[src/rtl/bp_pkg.sv]
// Branch predictor types and constants.
//   bht_ctr_t  : 2-bit saturating direction counter
//   BHT_INIT   : value every counter is swept to after reset (weakly not-taken)
//   BHT_MAX    : strongly-taken saturation value
//   bp_state_e : controller states
//   PC_STEP    : fall-through distance between sequential instructions
package bp_pkg;

  typedef logic [1:0] bht_ctr_t;

  localparam bht_ctr_t BHT_INIT = 2'b01;
  localparam bht_ctr_t BHT_MAX  = 2'b11;
  localparam int       PC_STEP  = 4;

  typedef enum logic {
    BP_INIT = 1'b0,
    BP_RUN  = 1'b1
  } bp_state_e;

endpackage : bp_pkg

[src/rtl/cmp_pkg.sv]
// Branch comparator definitions shared between the execute stage and the
// branch predictor.
//   cmp_op_e : compare operation attached to a resolved branch.
package cmp_pkg;

  typedef enum logic [1:0] {
    CMP_NOP = 2'd0,
    CMP_BEQ = 2'd1,
    CMP_BLT = 2'd2,
    CMP_BLE = 2'd3
  } cmp_op_e;

endpackage : cmp_pkg

[src/rtl/branch_predictor_if.sv]
// Fetch/execute-facing signal bundle of the branch predictor.
//   master : front end / execute stage (drives lookups and resolutions)
//   slave  : branch_predictor (returns prediction, redirect, statistics)
interface branch_predictor_if #(
  parameter int ADDR_WIDTH = 32
);
  import cmp_pkg::*;

  logic                  o_ready;
  logic                  i_pred_valid;
  logic [ADDR_WIDTH-1:0] i_pred_pc;
  logic                  o_pred_valid;
  logic                  o_pred_taken;
  logic                  i_res_valid;
  logic [ADDR_WIDTH-1:0] i_res_pc;
  cmp_op_e               i_res_op;
  logic                  i_res_taken;
  logic                  i_res_pred_taken;
  logic [ADDR_WIDTH-1:0] i_res_target;
  logic                  o_redirect;
  logic [ADDR_WIDTH-1:0] o_redirect_pc;
  logic [15:0]           o_mispredict_count;

  modport master (
    input  o_ready, o_pred_valid, o_pred_taken,
           o_redirect, o_redirect_pc, o_mispredict_count,
    output i_pred_valid, i_pred_pc,
           i_res_valid, i_res_pc, i_res_op, i_res_taken,
           i_res_pred_taken, i_res_target
  );

  modport slave (
    output o_ready, o_pred_valid, o_pred_taken,
           o_redirect, o_redirect_pc, o_mispredict_count,
    input  i_pred_valid, i_pred_pc,
           i_res_valid, i_res_pc, i_res_op, i_res_taken,
           i_res_pred_taken, i_res_target
  );

endinterface : branch_predictor_if

[src/rtl/branch_predictor_sat_ctr2.sv]
// 2-bit saturating counter next-value logic (combinational).
//   ctr      : current counter value
//   taken    : observed branch outcome
//   ctr_next : counter moved one step toward the outcome, clamped at 0 / 3
module sat_ctr2
  import bp_pkg::*;
(
  input  bht_ctr_t ctr,
  input  logic     taken,
  output bht_ctr_t ctr_next
);

  always_comb begin
    ctr_next = ctr;
    if (taken) begin
      if (ctr != BHT_MAX) ctr_next = ctr + 2'd1;
    end else begin
      if (ctr != 2'b00) ctr_next = ctr - 2'd1;
    end
  end

endmodule : sat_ctr2

[src/rtl/branch_predictor.sv]
// Bimodal branch predictor with execute-side resolution and redirect.
//   i_clk, i_rst_n : clock, asynchronous active-low reset
//   bp (slave)     : fetch lookup (i_pred_*), prediction (o_pred_*),
//                    resolution (i_res_*), redirect (o_redirect*),
//                    readiness and mispredict statistics
//
// state   | meaning
// --------+---------------------------------------------------------------
// BP_INIT | sweeping every counter to BHT_INIT, one entry per cycle
// BP_RUN  | table valid; lookups and resolutions accepted until reset
module branch_predictor
  import cmp_pkg::*;
  import bp_pkg::*;
#(
  parameter int ADDR_WIDTH  = 32,
  parameter int BHT_ENTRIES = 64
) (
  input logic               i_clk,
  input logic               i_rst_n,
  branch_predictor_if.slave bp
);

  localparam int IDX_WIDTH = $clog2(BHT_ENTRIES);

  typedef logic [IDX_WIDTH-1:0] idx_t;

  bp_state_e state_q, state_d;
  idx_t      init_idx_q;

  // Counter table: initialised by the INIT sweep, never by reset.
  bht_ctr_t  bht [BHT_ENTRIES];

  logic      bht_we;
  idx_t      bht_waddr;
  bht_ctr_t  bht_wdata;

  logic                  pred_valid_q;
  logic                  pred_taken_q;
  logic                  redirect_q;
  logic [ADDR_WIDTH-1:0] redirect_pc_q;
  logic [15:0]           mispredict_count_q;

  logic     run;
  idx_t     pred_idx;
  idx_t     res_idx;
  bht_ctr_t res_ctr;
  bht_ctr_t res_ctr_next;
  logic     do_res;
  logic     mispredict;

  assign run        = (state_q == BP_RUN);
  assign pred_idx   = bp.i_pred_pc[IDX_WIDTH+1:2];
  assign res_idx    = bp.i_res_pc[IDX_WIDTH+1:2];
  assign res_ctr    = bht[res_idx];
  assign do_res     = run && bp.i_res_valid && (bp.i_res_op != CMP_NOP);
  assign mispredict = bp.i_res_taken ^ bp.i_res_pred_taken;

  sat_ctr2 u_sat_ctr2 (
    .ctr      (res_ctr),
    .taken    (bp.i_res_taken),
    .ctr_next (res_ctr_next)
  );

  // ---------------------------------------------------------------- FSM
  always_ff @(posedge i_clk or negedge i_rst_n) begin
    if (!i_rst_n) begin
      state_q    <= BP_INIT;
      init_idx_q <= '0;
    end else begin
      state_q <= state_d;
      if (state_q == BP_INIT) init_idx_q <= init_idx_q + idx_t'(1);
    end
  end

  always_comb begin
    state_d = state_q;
    case (state_q)
      BP_INIT: if (init_idx_q == idx_t'(BHT_ENTRIES - 1)) state_d = BP_RUN;
      BP_RUN:  state_d = BP_RUN;
      default: state_d = BP_INIT;
    endcase
  end

  // ---------------------------------------------------------------- table
  // Single write port: the INIT sweep and training never overlap.
  always_comb begin
    bht_we    = 1'b0;
    bht_waddr = '0;
    bht_wdata = BHT_INIT;
    if (state_q == BP_INIT) begin
      bht_we    = 1'b1;
      bht_waddr = init_idx_q;
      bht_wdata = BHT_INIT;
    end else if (do_res) begin
      bht_we    = 1'b1;
      bht_waddr = res_idx;
      bht_wdata = res_ctr_next;
    end
  end

  always_ff @(posedge i_clk) begin
    if (bht_we) bht[bht_waddr] <= bht_wdata;
  end

  // ---------------------------------------------------------------- outputs
  // The lookup samples the table before this edge's write lands, which gives
  // read-before-write when predict and resolve hit the same entry.
  always_ff @(posedge i_clk or negedge i_rst_n) begin
    if (!i_rst_n) begin
      pred_valid_q       <= 1'b0;
      pred_taken_q       <= 1'b0;
      redirect_q         <= 1'b0;
      redirect_pc_q      <= '0;
      mispredict_count_q <= '0;
    end else begin
      pred_valid_q <= run && bp.i_pred_valid;
      if (run && bp.i_pred_valid) pred_taken_q <= bht[pred_idx][1];

      redirect_q <= do_res && mispredict;
      if (do_res && mispredict) begin
        redirect_pc_q <= bp.i_res_taken ? bp.i_res_target
                                        : bp.i_res_pc + ADDR_WIDTH'(PC_STEP);
        if (mispredict_count_q != 16'hFFFF)
          mispredict_count_q <= mispredict_count_q + 16'd1;
      end
    end
  end

  assign bp.o_ready            = run;
  assign bp.o_pred_valid       = pred_valid_q;
  assign bp.o_pred_taken       = pred_taken_q;
  assign bp.o_redirect         = redirect_q;
  assign bp.o_redirect_pc      = redirect_pc_q;
  assign bp.o_mispredict_count = mispredict_count_q;

  // PC byte offset and bits above the index do not select a counter.
  logic unused_pc_bits;
  assign unused_pc_bits = &{1'b0, bp.i_pred_pc[1:0], bp.i_res_pc[1:0]};

endmodule : branch_predictor
[src/flat_wrapper.sv]
// flat-port wrapper written by rule: the top's interface ports become plain ports
module branch_predictor_flat import cmp_pkg::*; import bp_pkg::*;
#(
  parameter int ADDR_WIDTH  = 32,
  parameter int BHT_ENTRIES = 64
)
  (i_clk, i_rst_n, bp_o_ready, bp_o_pred_valid, bp_o_pred_taken, bp_o_redirect, bp_o_redirect_pc, bp_o_mispredict_count, bp_i_pred_valid, bp_i_pred_pc, bp_i_res_valid, bp_i_res_pc, bp_i_res_op, bp_i_res_taken, bp_i_res_pred_taken, bp_i_res_target);
  branch_predictor_if #(.ADDR_WIDTH(ADDR_WIDTH)) bp_i ();
  input logic i_clk;
  input logic i_rst_n;
  output wire logic [$bits(bp_i.o_ready)-1:0] bp_o_ready;
  output wire logic [$bits(bp_i.o_pred_valid)-1:0] bp_o_pred_valid;
  output wire logic [$bits(bp_i.o_pred_taken)-1:0] bp_o_pred_taken;
  output wire logic [$bits(bp_i.o_redirect)-1:0] bp_o_redirect;
  output wire logic [$bits(bp_i.o_redirect_pc)-1:0] bp_o_redirect_pc;
  output wire logic [$bits(bp_i.o_mispredict_count)-1:0] bp_o_mispredict_count;
  input wire logic [$bits(bp_i.i_pred_valid)-1:0] bp_i_pred_valid;
  input wire logic [$bits(bp_i.i_pred_pc)-1:0] bp_i_pred_pc;
  input wire logic [$bits(bp_i.i_res_valid)-1:0] bp_i_res_valid;
  input wire logic [$bits(bp_i.i_res_pc)-1:0] bp_i_res_pc;
  input wire logic [$bits(bp_i.i_res_op)-1:0] bp_i_res_op;
  input wire logic [$bits(bp_i.i_res_taken)-1:0] bp_i_res_taken;
  input wire logic [$bits(bp_i.i_res_pred_taken)-1:0] bp_i_res_pred_taken;
  input wire logic [$bits(bp_i.i_res_target)-1:0] bp_i_res_target;
  assign bp_o_ready = bp_i.o_ready;
  assign bp_o_pred_valid = bp_i.o_pred_valid;
  assign bp_o_pred_taken = bp_i.o_pred_taken;
  assign bp_o_redirect = bp_i.o_redirect;
  assign bp_o_redirect_pc = bp_i.o_redirect_pc;
  assign bp_o_mispredict_count = bp_i.o_mispredict_count;
  assign bp_i.i_pred_valid = bp_i_pred_valid;
  assign bp_i.i_pred_pc = bp_i_pred_pc;
  assign bp_i.i_res_valid = bp_i_res_valid;
  assign bp_i.i_res_pc = bp_i_res_pc;
  assign bp_i.i_res_op = bp_i_res_op;
  assign bp_i.i_res_taken = bp_i_res_taken;
  assign bp_i.i_res_pred_taken = bp_i_res_pred_taken;
  assign bp_i.i_res_target = bp_i_res_target;
  branch_predictor #(.ADDR_WIDTH(ADDR_WIDTH), .BHT_ENTRIES(BHT_ENTRIES)) u_core (.i_clk(i_clk), .i_rst_n(i_rst_n), .bp(bp_i));
endmodule
[config.mk]
export PLATFORM = sky130hd
export DESIGN_NAME = branch_predictor_flat
export DESIGN_NICKNAME = d
export VERILOG_FILES = /design/src/rtl/bp_pkg.sv /design/src/rtl/cmp_pkg.sv /design/src/rtl/branch_predictor_if.sv /design/src/rtl/branch_predictor_sat_ctr2.sv /design/src/rtl/branch_predictor.sv /design/src/flat_wrapper.sv
export SDC_FILE = /design/constraint.sdc
export NUM_CORES = 1
export LEC_CHECK = 0
export ABC_AREA = 1
export BUFFER_PORTS_ARGS = -buffer_cell sky130_fd_sc_hd__buf_4
export CAP_MARGIN = 10
export CORE_MARGIN = 2
export CORE_UTILIZATION = 55
export CTS_CLUSTER_DIAMETER = 50
export DETAILED_ROUTE_END_ITERATION = 10
export GPL_TIMING_DRIVEN = 1
export MAX_ROUTING_LAYER = met4
export PLACE_DENSITY_LB_ADDON = 0.2
export SYNTH_ARGS = -nofsm -noshare
export SYNTH_HDL_FRONTEND = slang
export SYNTH_SLANG_ARGS = --single-unit
[constraint.sdc]
create_clock -name i_clk -period 6.7 [get_ports i_clk]
set_clock_uncertainty 0.2 [all_clocks]
set_input_delay 0 -clock i_clk [delete_from_list [all_inputs] [get_ports i_clk]]
set_output_delay 0 -clock i_clk [all_outputs]
set_load 0.03 [all_outputs]
==> impl_metrics.tcl, run 1 <==
set metrics [dict create \
    combPwrFrac_pct 9.2 \
    initial_core_util_pct 56.4 \
    drt-pass1-iter-count 7 \
    layout-drive-gt1-share_pct 13.5 \
    p_switching_w 0.000616 \
    cp.required_ns 6.83 \
    cts_tree "done" \
    critPathMaxFanout 33 \
    h-tree-depth 4 \
    cp-start-kind "flop" \
    power_per_cell_area_nw_per_um2 201 \
    yosysTopAreaCellShare_pct 39.4 \
    clk_latency_ns 0.44 \
    viasPerCell 5.70 \
    gp_congestion 0.904 \
    die_h_um 137 \
    numCtsBuffers 17 \
    synthArstFlopShare_pct 31.2 \
    io_pins 156 \
    avgSynthCellArea_um2 8.30 \
    synth-seq-area-share_pct 54.2 \
    dieArea_um2 18800 \
    wirelength_um 29300 \
    drc_errors 0 \
    path_clk_slew_ns 0.07 \
    final_common_cell "nand2_1" \
    layout_common_cells "310 x nand2_1, 189 x nor2_1, 140 x nand3_1" \
    ys_seq_elements 186 \
    grt_pass1_wl_um 45300 \
    worstMarginPinSlew_ns 1.07 \
    grt_max_degree 70 \
    tns_ns 0 \
    pre_cts_slack_ns 2.97 \
    syn_nets 1283 \
    fmax_ghz 0.238 \
    endpoint_kind "flop" \
    holdWs_ns 0.0376 \
    final-hold-violation-count 0 \
    io_buffers 129 \
    yosys.area.top_type "edfxtp_1" \
    syn_area_um2 9760 \
    crit_type "flop to flop" \
    nets 1471 \
    core_region_area_um2 17300 \
    syn2layout_area_growth_pct 25.6 \
    antenna_found_initial 0 \
    post_cts_buffers 0 \
    clock_sinks 186 \
    hpwl_um 18000 \
    cts_max_path_buffers 2 \
    wire_per_inst_um 18.3 \
    synth-edff-count 128 \
    grt_pass1_vias 8783 \
    maxCapViolCount 0 \
    pwr-share-seq_pct 49.4 \
    yosysWarningCount 0 \
    grt_util_all_layers_pct 32.7 \
    drtAntennaViolNets 0 \
    die_w_um 137 \
    drt-initial-drc-count 907 \
    syn_inst 1176 \
    finalWorstSetupSlack_ns 2.50 \
    std_cell_rows 48 \
    leakage_nw 5.30 \
    postLayoutCoreUtil_pct 70.9 \
    synth_cell_types 35 \
    overflow 0 \
    synth_flop_cell "edfxtp_1" \
    intPower_w 0.00185 \
    p_sw_share_pct 25.0 \
    status "finished, final reports clean" \
    maxSlewHeadroom_pct 28.2 \
    finalSetupViolations 0 \
    clockPowerShare_pct 41.4 \
    arrival_ns 4.33 \
    finalCritPeriodShare_pct 62.7 \
    post_cts_resize_count 0 \
    hold_class "input pin to flop" \
    vias 9134 \
    grt_setup_unrepaired "no" \
    maxSlewViolCount 0 \
    peakVddDrop_uv 219 \
    period_needed_ns 4.20 \
    synthTopCellsByArea "edfxtp_1 39%, dfrtp_1 15%, nand2_1 12%" \
    clock-root-buffer "clkbuf_16" \
    diodes 0 \
]
[layout make-up]
| type | instances | area (µm²) |
|---|---|---|
| fillers | 1291 | 5040 |
| well taps | 225 | 282 |
| flip-flops and latches | 186 | 5300 |
| clock buffers | 18 | 439 |
| clock inverters | 14 | 146 |
| multi-input cells | 847 | 3880 |
| inverters | 92 | 345 |
| repair buffers | 220 | 1860 |
[Yosys cell counts, types with 6 or more instances]
cell and n:
a21oi_1 41, a31oi_1 6, buf_2 20, clkbuf_1 21, dfrtp_1 58, edfxtp_1 128
inv_1 86, nand2_1 310, nand3_1 140, nand4_1 7, nor2_1 190, nor3_1 16
o211ai_1 14, o21ai_0 57, xnor2_1 8, xor2_1 22
[layer usage]
metal  vias up  track usage [%]  share of wire, %
met3       108             6.51               8.6
met5         -                -                 0
li1       4276                -                 -
met1      4279             40.6                39
met2       471             51.2                48
met4         0             16.8               4.5
[path summary, 6_finish.rpt]
path | start | endpoint | slack, ns | cells past startpoint
worst max-delay path | u_core.bp.o_ready | u_core.bp.o_redirect_pc[8] | 2.50 | 10
worst min-delay path | bp_i_res_pred_taken | u_core.bp.o_redirect_pc[8] | 0.04 | 4
worst max register to register | u_core.bp.o_ready | u_core.bp.o_redirect_pc[8] | 2.50 | 10
worst min register to register | u_core.init_idx_q[5] | u_core.init_idx_q[5] | 0.27 | 1
max in group asynchronous | i_rst_n | u_core.bp.o_redirect_pc[11] | 4.23 | 4
min in group asynchronous | i_rst_n | u_core.bp.o_redirect_pc[25] | 0.44 | 3
[kinds of logic after synthesis]
kind of cell	synth area share, %
flops	54.2
fa+ha+maj	0.385
simple gates	29.7
compound gates	6.96
buf+inv	6.02
xor+xnor	2.69
[repair_timing]
action | in CTS | in global routing
setup endpoints to repair | 0 | 0
hold endpoints to repair | 92 | 0
hold buffers | 85 | 0
[critical path, stage by stage (launching register included)]
cell and delay [ns]:
dfrtp_1 0.58, nand2_2 0.11, nor2_4 0.18, and2_1 0.43, buf_4 0.36, inv_1 0.51
a21oi_1 0.30, dlygate4sd3_1 0.58, o21ai_0 0.10, dlygate4sd3_1 0.60, o21a_1 0.11
[sequential cells by signal, indices dropped and copies added, names as in the netlist]
name / cells
u_core.bht: 128
u_core.bp.o_redirect_pc: 32
u_core.bp.o_mispredict_count: 16
u_core.init_idx_q: 6
u_core.bp.o_pred_taken: 1
u_core.bp.o_pred_valid: 1
u_core.bp.o_ready: 1
u_core.bp.o_redirect: 1
[power by group through the flow]
| stage | Combinational (W) | Sequential [W] | Clock [W] |
|---|---|---|---|
| 3_3_place_gp | 0.000192 | 0.00124 | 0 |
| 6_report | 0.000226 | 0.00122 | 0.00102 |
| 2_1_floorplan | 0.000109 | 0.00124 | 0 |
| 3_5_place_dp | 0.000194 | 0.00124 | 0 |
| 5_1_grt | 0.000247 | 0.00122 | 0.00107 |
| 4_1_cts | 0.000220 | 0.00122 | 0.00103 |
[per-stage QoR]
stage,instance area (µm²),power [W],cells
after global routing,12300,0.00253,1602
final,12300,0.00246,1602
after detailed placement,10800,0.00143,1485
after global placement,10800,0.00143,1485
after CTS,12300,0.00246,1602
after floorplan,9760,0.00135,1176
(Power assumes the default switching activity.)
==> run 2, diff against run 1 <==
--- a/config.mk
+++ b/config.mk
@@ -5,11 +5,11 @@
 export SDC_FILE = /design/constraint.sdc
 export NUM_CORES = 1
 export LEC_CHECK = 0
-export ABC_AREA = 1
+export ABC_AREA = 0
 export BUFFER_PORTS_ARGS = -buffer_cell sky130_fd_sc_hd__buf_4
 export CAP_MARGIN = 10
 export CORE_MARGIN = 2
-export CORE_UTILIZATION = 55
+export CORE_UTILIZATION = 51
 export CTS_CLUSTER_DIAMETER = 50
 export DETAILED_ROUTE_END_ITERATION = 10
 export GPL_TIMING_DRIVEN = 1
==> constraint.sdc (replaced) <==
create_clock -name i_clk -period 3.8 [get_ports i_clk]
set_clock_uncertainty 0.2 [all_clocks]
set_input_delay 0 -clock i_clk [delete_from_list [all_inputs] [get_ports i_clk]]
set_output_delay 0 -clock i_clk [all_outputs]
set_load 0.03 [all_outputs]
==> run 2 against run 1 <==
  * The flow now finishes with violations (hold timing)
  * Via count is 26% lower
  * Core utilization fell by 4.6 points
  * Setup slack worse by 1.7 ns
  * Wire length fell by 19%
  * Count of clock-buffer cells in the layout rose by 7
  * Critical path depth is 4 lower
  * Critical path type unchanged
  * Critical endpoint is now u_core.bht[14][0]
  * Largest cell class unchanged
==> impl_metrics.tcl, run 2 <==
set metrics [dict create \
    status "complete, but fails checks" \
    leakage_nw 4.13 \
    clockPowerShare_pct 39.7 \
    peakVddDrop_uv 333 \
    violations "hold timing" \
    p_switching_w 0.000931 \
    syn_area_um2 9060 \
    layout-drive-gt1-share_pct 24.2 \
    final_common_cell "buf_4" \
    core_region_area_um2 17400 \
    syn2layout_area_growth_pct 26.9 \
    dieArea_um2 18800 \
    stdcell_count 1141 \
    finalWorstSetupSlack_ns 0.769 \
    cts_hold_buffers 75 \
    grt_pass1_wl_um 36000 \
    yosysMostFrequentCell "edfxtp_1" \
    gp_congestion 0.846 \
    layout_common_cells "132 x buf_4, 128 x edfxtp_1, 95 x nor2_1" \
    total_power_w 0.00428 \
    arrival_ns 2.94 \
    antenna_found_initial 0 \
    std_cell_rows 48 \
    yosys.area.top_type "edfxtp_1" \
    io_pins 156 \
    post_cts_buffers 0 \
    critPathMaxFanout 11 \
    grt_max_degree 63 \
    synth-edff-count 128 \
    synth_cell_types 52 \
    clock-root-buffer "clkbuf_16" \
    yosysWarningCount 0 \
    cp.required_ns 3.71 \
    p_sw_share_pct 21.8 \
    io_buffers 129 \
    pwr-share-seq_pct 50.8 \
    top_register "u_core.bht" \
    grt_util_all_layers_pct 26.6 \
    avgSynthCellArea_um2 12.6 \
    final-hold-violation-count 15 \
    clock_sinks 186 \
    diodes 0 \
    worstMarginPinSlew_ns 0.762 \
    intPower_w 0.00335 \
    grt_pass1_vias 6690 \
    cts_max_path_buffers 2 \
    pre_cts_slack_ns 0.494 \
    initial_core_util_pct 52.2 \
    synthTopCellsByArea "edfxtp_1 42%, dfrtp_1 16%, mux4_2 11%" \
    combPwrFrac_pct 9.5 \
    die_w_um 137 \
    endpoint_kind "flop" \
    ys_seq_elements 186 \
    syn_nets 824 \
    drt-pass1-iter-count 5 \
    synth-seq-area-share_pct 58.5 \
    yosysTopAreaCellShare_pct 42.4 \
    finalSetupViolations 0 \
    die_h_um 137 \
    path_clk_slew_ns 0.06 \
    crit_type "flop to flop" \
    hpwl_um 15400 \
    holdWs_ns -0.0227 \
    vias 6796 \
    power_per_cell_area_nw_per_um2 372 \
    numCtsBuffers 17 \
    wire_per_inst_um 20.9 \
    hold_class "input pin to async pin" \
    fmax_ghz 0.330 \
    drt-initial-drc-count 587 \
    clk_latency_ns 0.43 \
    dp.cells 1034 \
    largest_reg_flops 128 \
    maxSlewHeadroom_pct 49.2 \
    drc_errors 0 \
    period_needed_ns 3.03 \
    synth_common_cells "128 x edfxtp_1, 95 x nor2_1, 85 x nand2_1" \
    synthArstFlopShare_pct 31.2 \
    h-tree-depth 4 \
    maxSlewViolCount 0 \
    nets 1010 \
    viasPerCell 5.96 \
    grt_setup_unrepaired "no" \
    drtAntennaViolNets 0 \
    cp-start-kind "flop" \
    overflow 0 \
    maxCapViolCount 0 \
    synth_flop_cell "edfxtp_1" \
    finalCritPeriodShare_pct 79.8 \
    tns_ns 0 \
    cts_tree "done" \
    syn_inst 717 \
    post_cts_resize_count 0 \
    wirelength_um 23800 \
]
[run 2: cell types whose count changed after synthesis, moves of 19 or more]
cell | previous run | this run
xnor2_1 | 8 | 34
inv_1 | 86 | 11
o21ai_0 | 57 | 33
mux2i_1 | 0 | 26
a21oi_1 | 41 | 22
nand3_1 | 140 | 23
nand2_1 | 310 | 85
nor2_1 | 190 | 95
mux4_2 | 0 | 43
[run 2: final timing paths]
check / start / endpoint / slack (ns) / depth (start not counted)
setup / recovery: u_core.bp.o_ready / u_core.bht[14][0] / 0.77 / 6
hold / removal: i_rst_n / u_core.bp.o_mispredict_count[14] / -0.02 / 2
setup reg to reg: u_core.bp.o_ready / u_core.bht[14][0] / 0.77 / 6
hold reg to reg: u_core.bp.o_redirect_pc[12] / u_core.bp.o_redirect_pc[12] / 0.29 / 2
max in group asynchronous: i_rst_n / u_core.bp.o_redirect_pc[10] / 2.90 / 2
min in group i_clk: bp_i_res_taken / u_core.bp.o_redirect_pc[4] / 0.03 / 3
[run 2: final cells by class]
type,count,area (µm²)
Timing Repair Buffer,208,1760
Clock buffer,25,500
Multi-Input combinational cell,478,3540
Inverter,12,50.0
Sequential cell,186,5300
Tap cell,225,282
Fill cell,1275,5860
Clock inverter,7,63.8
[run 2: through the flow]
step	cell area, µm²	utilization, %
2_1_floorplan	9060	-
3_3_place_gp	10200	58.7
3_5_place_dp	10200	58.7
4_1_cts	11500	66.2
5_1_grt	11500	66.2
6_report	11500	66.2
[run 2: routing by layer]
metal	up-vias	share of wire, %	track usage (%)
met2	328	49	42.0
li1	3035	-	-
met4	0	3.6	11.4
met1	3365	40	33.5
met5	-	0	-
met3	68	8.2	5.59
[run 2: power by group through the flow]
stage	clock (W)	combinational, W	sequential, W
6_report	0.00170	0.000406	0.00217
5_1_grt	0.00182	0.000435	0.00217
4_1_cts	0.00172	0.000401	0.00217
3_5_place_dp	0	0.000331	0.00221
3_3_place_gp	0	0.000326	0.00221
2_1_floorplan	0	0.000145	0.00225
[run 2: kinds of logic after synthesis]
family / after synthesis / share of synthesized area, %
XOR/XNOR: 47 / 4.55
flip-flops: 186 / 58.5
AO/OA/AOI/OAI: 101 / 7.25
AND/OR/NAND/NOR: 253 / 12.5
adder cells (fa/ha/maj): 3 / 0.415
buffers and inverters: 53 / 2.67
multiplexers: 74 / 14.2
[run 2: worst max-delay path: stages, from the launching register on]
cell	delay, ns
dfrtp_1	0.58
inv_1	0.27
nor2_1	0.60
a21oi_1	0.13
nor2_1	0.18
nand2_1	0.41
nor2_1	0.35
